$ cat src/rtl/ysyx_23060184_clint_axil.sv
// CLINT behind an AXI4-Lite slave: per-hart msip/mtimecmp and a shared 64-bit mtime.
// Ports: clk/resetn, AXI-Lite AW/W/B/AR/R channels, per-hart mtip and msip outputs.
module ysyx_23060184_clint_axil #(
  parameter int NHART  = 1,
  parameter int DIV    = 1,
  parameter int AXI_AW = 32
) (
  input  logic              clk,
  input  logic              resetn,
  input  logic [AXI_AW-1:0] awaddr,
  input  logic              awvalid,
  output logic              awready,
  input  logic [31:0]       wdata,
  input  logic [3:0]        wstrb,
  input  logic              wvalid,
  output logic              wready,
  output logic [1:0]        bresp,
  output logic              bvalid,
  input  logic              bready,
  input  logic [AXI_AW-1:0] araddr,
  input  logic              arvalid,
  output logic              arready,
  output logic [31:0]       rdata,
  output logic [1:0]        rresp,
  output logic              rvalid,
  input  logic              rready,
  output logic [NHART-1:0]  mtip,
  output logic [NHART-1:0]  msip
);

  localparam int PW = (DIV > 1) ? $clog2(DIV) : 1;
  localparam logic [PW-1:0] PLAST = PW'(DIV - 1);
  localparam logic [13:0] NH_MSIP = 14'(NHART);
  localparam logic [12:0] NH_CMP  = 13'(NHART);

  typedef enum logic [1:0] {
    K_ERR, K_MSIP, K_CMP, K_TIME
  } kind_t;

  typedef struct packed {
    kind_t      kind;
    logic [2:0] hart;
    logic       hi;
  } dec_t;

  function automatic dec_t decode(input logic [15:0] a);
    dec_t d;
    logic [12:0] rel;
    d.kind = K_ERR;
    d.hart = a[4:2];
    d.hi   = 1'b0;
    // word offset from 0x4000 in 8-byte units
    rel = a[15:3] - 13'h0800;
    if (a[1:0] == 2'b00) begin
      if (a[15:2] < NH_MSIP) begin
        d.kind = K_MSIP;
      end else if (a[15:14] == 2'b01 && rel < NH_CMP) begin
        d.kind = K_CMP;
        d.hart = rel[2:0];
        d.hi   = a[2];
      end else if (a[15:3] == 13'h17FF) begin
        d.kind = K_TIME;
        d.hi   = a[2];
      end
    end
    return d;
  endfunction

  function automatic logic [31:0] merge(
    input logic [31:0] old,
    input logic [31:0] d,
    input logic [3:0]  s
  );
    logic [31:0] m;
    m = {{8{s[3]}}, {8{s[2]}}, {8{s[1]}}, {8{s[0]}}};
    return (old & ~m) | (d & m);
  endfunction

  logic [PW-1:0] presc;
  logic          tick;
  logic [63:0]   mtime;
  logic [63:0]   mtime_nxt;
  logic [63:0]   cmp [NHART];

  logic          aw_held;
  logic          w_held;
  logic [15:0]   aw_addr;
  logic [31:0]   w_data;
  logic [3:0]    w_strb;
  logic          commit;
  dec_t          wdec;
  dec_t          rdec;
  logic [31:0]   rd_val;

  assign tick    = (presc == PLAST);
  assign commit  = aw_held && w_held;
  assign wdec    = decode(aw_addr);
  assign rdec    = decode(araddr[15:0]);
  assign awready = !aw_held && !bvalid;
  assign wready  = !w_held && !bvalid;
  assign arready = !rvalid;

  if (AXI_AW > 16) begin : g_hi
    logic unused_hi;
    assign unused_hi = ^{awaddr[AXI_AW-1:16], araddr[AXI_AW-1:16]};
  end

  // A write to one half replaces the tick: no increment, no carry.
  always_comb begin
    mtime_nxt = mtime + {63'd0, tick};
    if (commit && wdec.kind == K_TIME) begin
      if (wdec.hi) begin
        mtime_nxt = {merge(mtime[63:32], w_data, w_strb), mtime[31:0]};
      end else begin
        mtime_nxt = {mtime[63:32], merge(mtime[31:0], w_data, w_strb)};
      end
    end
  end

  always_comb begin
    rd_val = '0;
    case (rdec.kind)
      K_MSIP: begin
        for (int h = 0; h < NHART; h++) begin
          if (rdec.hart == 3'(h)) rd_val = {31'd0, msip[h]};
        end
      end
      K_CMP: begin
        for (int h = 0; h < NHART; h++) begin
          if (rdec.hart == 3'(h)) begin
            rd_val = rdec.hi ? cmp[h][63:32] : cmp[h][31:0];
          end
        end
      end
      K_TIME:  rd_val = rdec.hi ? mtime[63:32] : mtime[31:0];
      default: rd_val = '0;
    endcase
  end

  always_ff @(posedge clk) begin
    if (!resetn) begin
      presc   <= '0;
      mtime   <= '0;
      msip    <= '0;
      mtip    <= '0;
      for (int h = 0; h < NHART; h++) cmp[h] <= '1;
      aw_held <= 1'b0;
      w_held  <= 1'b0;
      aw_addr <= '0;
      w_data  <= '0;
      w_strb  <= '0;
      bvalid  <= 1'b0;
      bresp   <= 2'b00;
      rvalid  <= 1'b0;
      rdata   <= '0;
      rresp   <= 2'b00;
    end else begin
      presc <= tick ? '0 : presc + 1'b1;
      mtime <= mtime_nxt;
      for (int h = 0; h < NHART; h++) mtip[h] <= (mtime >= cmp[h]);

      if (arvalid && arready) begin
        rvalid <= 1'b1;
        rdata  <= rd_val;
        rresp  <= (rdec.kind == K_ERR) ? 2'b10 : 2'b00;
      end else if (rvalid && rready) begin
        rvalid <= 1'b0;
      end

      if (commit) begin
        aw_held <= 1'b0;
        w_held  <= 1'b0;
        bvalid  <= 1'b1;
        bresp   <= (wdec.kind == K_ERR) ? 2'b10 : 2'b00;
        for (int h = 0; h < NHART; h++) begin
          if (wdec.hart == 3'(h)) begin
            if (wdec.kind == K_MSIP && w_strb[0]) msip[h] <= w_data[0];
            if (wdec.kind == K_CMP) begin
              if (wdec.hi) begin
                cmp[h][63:32] <= merge(cmp[h][63:32], w_data, w_strb);
              end else begin
                cmp[h][31:0] <= merge(cmp[h][31:0], w_data, w_strb);
              end
            end
          end
        end
      end else begin
        if (bvalid && bready) bvalid <= 1'b0;
        if (awvalid && awready) begin
          aw_held <= 1'b1;
          aw_addr <= awaddr[15:0];
        end
        if (wvalid && wready) begin
          w_held <= 1'b1;
          w_data <= wdata;
          w_strb <= wstrb;
        end
      end
    end
  end

endmodule

$ cat config.mk
export PLATFORM = sky130hd
export DESIGN_NAME = ysyx_23060184_clint_axil
export DESIGN_NICKNAME = d
export VERILOG_FILES = /design/src/rtl/ysyx_23060184_clint_axil.sv
export SDC_FILE = /design/constraint.sdc
export NUM_CORES = 1
export LEC_CHECK = 0
export ABC_AREA = 1
export ABC_CLOCK_PERIOD_IN_PS = 1990
export CORE_ASPECT_RATIO = 0.6
export CORE_MARGIN = 2
export CORE_UTILIZATION = 53
export CTS_BUF_LIST = sky130_fd_sc_hd__clkbuf_16
export DETAILED_ROUTE_END_ITERATION = 12
export PLACE_DENSITY_LB_ADDON = 0.1
export SYNTH_ARGS = -nofsm -noshare
export SYNTH_HDL_FRONTEND = slang
export SYNTH_SLANG_ARGS = --single-unit
$ cat constraint.sdc
create_clock -name clk -period 1.99 [get_ports clk]
set_input_delay 0.2985 -clock clk [delete_from_list [all_inputs] [get_ports clk]]
set_output_delay 0.2985 -clock clk [all_outputs]
set_load 0.01 [all_outputs]
==> results.tsv <==
stage	metric	value	unit
run_status	status	complete, but fails checks	
run_status	failing checks	setup timing	
finish	layout cell share with drive strength beyond 1	23.2	%
worst_hold_path	hold path depth	3	
die	Starting Density	54.1	%
power	Power Dens Cells	512	mW/mm^2
yosys	Synth Flop Type	dfxtp_1	
clocking	Post-CTS Hold Buffers	0	
drt	DRC viols	0	
drt	routed wl met3	13.3	mm
die	chip height	134	um
yosys	FFs w/ async S/R, synth	0	%
drt	final wirelength	72.8	mm
finish	Layout area overhead	41.5	%
sta	final hold vios	0	
worst_hold_path	worst min path class	in -> reg	
worst_setup_path	Max FO, Critical Path	8	
placement	port bufs	115	
placement	RePlAce Congestion	1.08	
worst_setup_path	RR Endpoint	cmp[0][40]	
grt	first-pass GRT wire length	100	mm
finish	Finished Layout Cells	3172	
drt	DRT Pass-1 Iters	7	
sta	setup violators final	154	
worst_hold_path	hold_sp	resetn	
worst_hold_path	Hold Path End	mtime[6]	
finish	FF/Latch Area	0.00509	mm^2
worst_setup_path	CP arrival	2.50	ns
yosys	Post-Synthesis Cells	2390	
yosys	synthesized flop and latch total	221	
clocking	Max H-tree Level	1	
finish	commonest non-fill, non-tap cell in the layout	nand2_1	
drt	via count	19300	
finish	area of the multi-input gates	0.00954	mm^2
finish	Nets	2959	
worst_setup_path	WP data required	2.28	ns
drt	initial DRC count	3256	
die	Die Area	0.0297	mm^2
worst_setup_path	crit path capture type	register	
yosys	Post-synth EDFFs	64	
clocking	cts bufs inserted	23	
die	die width	221	um
finish	Fillers	2090	
die	IO Pins	150	
drt	Met2 Wirelength	28.3	mm
sta	min Tclk post-route	2.21	ns
sta	fmax	0.452	GHz
worst_setup_path	Crit Path Class	reg -> reg	
grt	pin count of the biggest net entering global routing	87	
placement	Detailed Place HPWL	48.7	mm
sta	max-slew violations	0	
clocking	TritonCTS clock tree	done	
worst_setup_path	Worst R2R Start	aw_addr[12]	
yosys	synthesized area per cell	6.27	um^2
grt	vias in the first global route	17200	
clocking	CTS Buffer Depth	3	
grt	Total GRT Usage	43.9	%
sta	worst setup margin	-0.223	ns
sta	worst-case clock skew	0.0294	ns
sta	setup TNS	-17.33	ns
yosys	library cells used by synthesis	39	
drt	antenna-violating nets left	0	
die	CORE AREA	0.0277	mm^2
placement	Placed Cells	3084	
grt	grt total ovfl	0	
worst_setup_path	CP Launch Type	register	
clocking	CTS sink count	221	
worst_setup_path	worst-case reg-to-reg path depth	11	
run	Max-cap violations	0	
grt	number of antenna violations at the first check in global routing	1	
yosys	Seq/Total Area, Yosys	33.8	%
clocking	clk_lat worst skew	0.57	ns
clocking	Clock transition at path regs	0.07	ns
sta	Worst Tran Pin Value	0.561	ns
finish	most frequent cells in the layout	700 x nand2_1, 339 x nor2_1, 301 x buf_4	
power	Pleak	9.78	nW
power	VDD IR max	0.828	mV
yosys	yosys warns	0	
sta	Final period util	111	%
die	num rows	47	
clocking	CTS root buf	clkbuf_16	
drt	top layer in use	met5	
sta	Max-slew headroom	62.3	%
worst_setup_path	r2r setup slk	-0.22	ns
drt	WL met1	28.0	mm
yosys	mapped cell area	0.0150	mm^2
drt	drt wl/cell	23.0	um
sta	RSZ-0062 raised after global routing	true	
drt	Via density	6.08	
[cell families after synthesis]
group,count (synthesis),synth area share (%)
AOI/OAI and AO/OA,336,12.0
xor gates and xnor gates,25,1.46
adders and majority gates,66,5.51
buffers and inverters,327,8.66
DFF,221,33.8
other,1,0.0250
and+or+nand+nor,1414,38.5
[metal layers]
layer	up-vias	track usage, %
met5	-	0
met4	4	16.3
met3	303	11.7
met2	1674	62.5
met1	8791	63.4
li1	8521	-
[timing repair]
action / 4_1_cts / 5_1_grt
buffers inserted: 10 / 17
endpoints found under the setup margin: 74 / 202
resized for setup: 71 / 249
hold endpoints to repair: 0 / 0
pin swaps: 21 / 35
gates cloned: 2 / 15
[synth_stat cells, types with 4 or more instances]
cell type | instances | area [um^2]
o21ai_0 | 138 | 691
a31oi_1 | 34 | 213
a21oi_1 | 129 | 646
nor2_4 | 4 | 45.0
o31ai_1 | 4 | 30.0
or2_2 | 6 | 37.5
nor2_2 | 4 | 25.0
clkinv_1 | 6 | 22.5
xor2_1 | 25 | 219
buf_6 | 4 | 45.0
o21ai_1 | 5 | 25.0
nand2_1 | 743 | 2790
buf_2 | 23 | 115
nor3_1 | 49 | 245
buf_1 | 9 | 33.8
clkbuf_1 | 69 | 259
dfxtp_1 | 157 | 3140
nand3_1 | 157 | 786
ha_1 | 66 | 826
inv_1 | 210 | 788
nor2_1 | 404 | 1520
nand4_1 | 33 | 206
o21bai_1 | 20 | 150
edfxtp_1 | 64 | 1920
[per-stage QoR]
step	power [W]	setup slack [ns]	hold WS (ns)	util [%]	area, um^2
after global routing	0.0111	-0.300	0.282	76.5	21200
after detailed placement	0.00622	-0.360	0.456	68.1	18900
after CTS	0.0107	-0.0289	0.251	72.2	20000
after global placement	0.00617	-0.238	0.453	68.1	18900
final	0.0109	-0.223	0.271	76.6	21200
after floorplan	0.00558	0.000325	0.455	-	15000
[final cells by class]
type / count / share of cell area, %
Sequential cell: 221 / 24.0
Timing Repair Buffer: 477 / 21.4
Clock buffer: 23 / 2.71
Clock inverter: 19 / 0.838
Inverter: 219 / 3.89
Tap cell: 367 / 2.17
Multi-Input combinational cell: 1844 / 45.0
Antenna cell: 2 / 0.0236
[critical path: stages (launching register included)]
cell       delay [ns]
dfxtp_1          0.33
nor2_2           0.13
nand3_1          0.11
inv_1            0.09
nand4_1          0.16
inv_2            0.12
nand4_1          0.16
buf_4            0.21
nor2_4           0.13
buf_12           0.17
clkbuf_16        0.22
a31oi_1          0.12
[how the worst max path moves through the flow]
stage | slack [ns] | start | depth (start not counted) | to
2_1_floorplan | 0.0003 | mtime[0] | 15 | mtime[62]
3_3_place_gp | -0.24 | araddr[12] | 14 | rdata[20]
3_5_place_dp | -0.36 | araddr[6] | 12 | rdata[10]
4_1_cts | -0.03 | aw_addr[7] | 11 | register
5_1_grt | -0.30 | aw_addr[15] | 11 | cmp[0][40]
6_report | -0.22 | aw_addr[12] | 11 | cmp[0][40]
[report_power, final]
| group | internal, W | switching, W |
|---|---|---|
| Combinational | 0.000552 | 0.000900 |
| Sequential | 0.00475 | 0.000124 |
| Clock | 0.00251 | 0.00203 |
No activity file was read; power rests on OpenSTA's default activity.
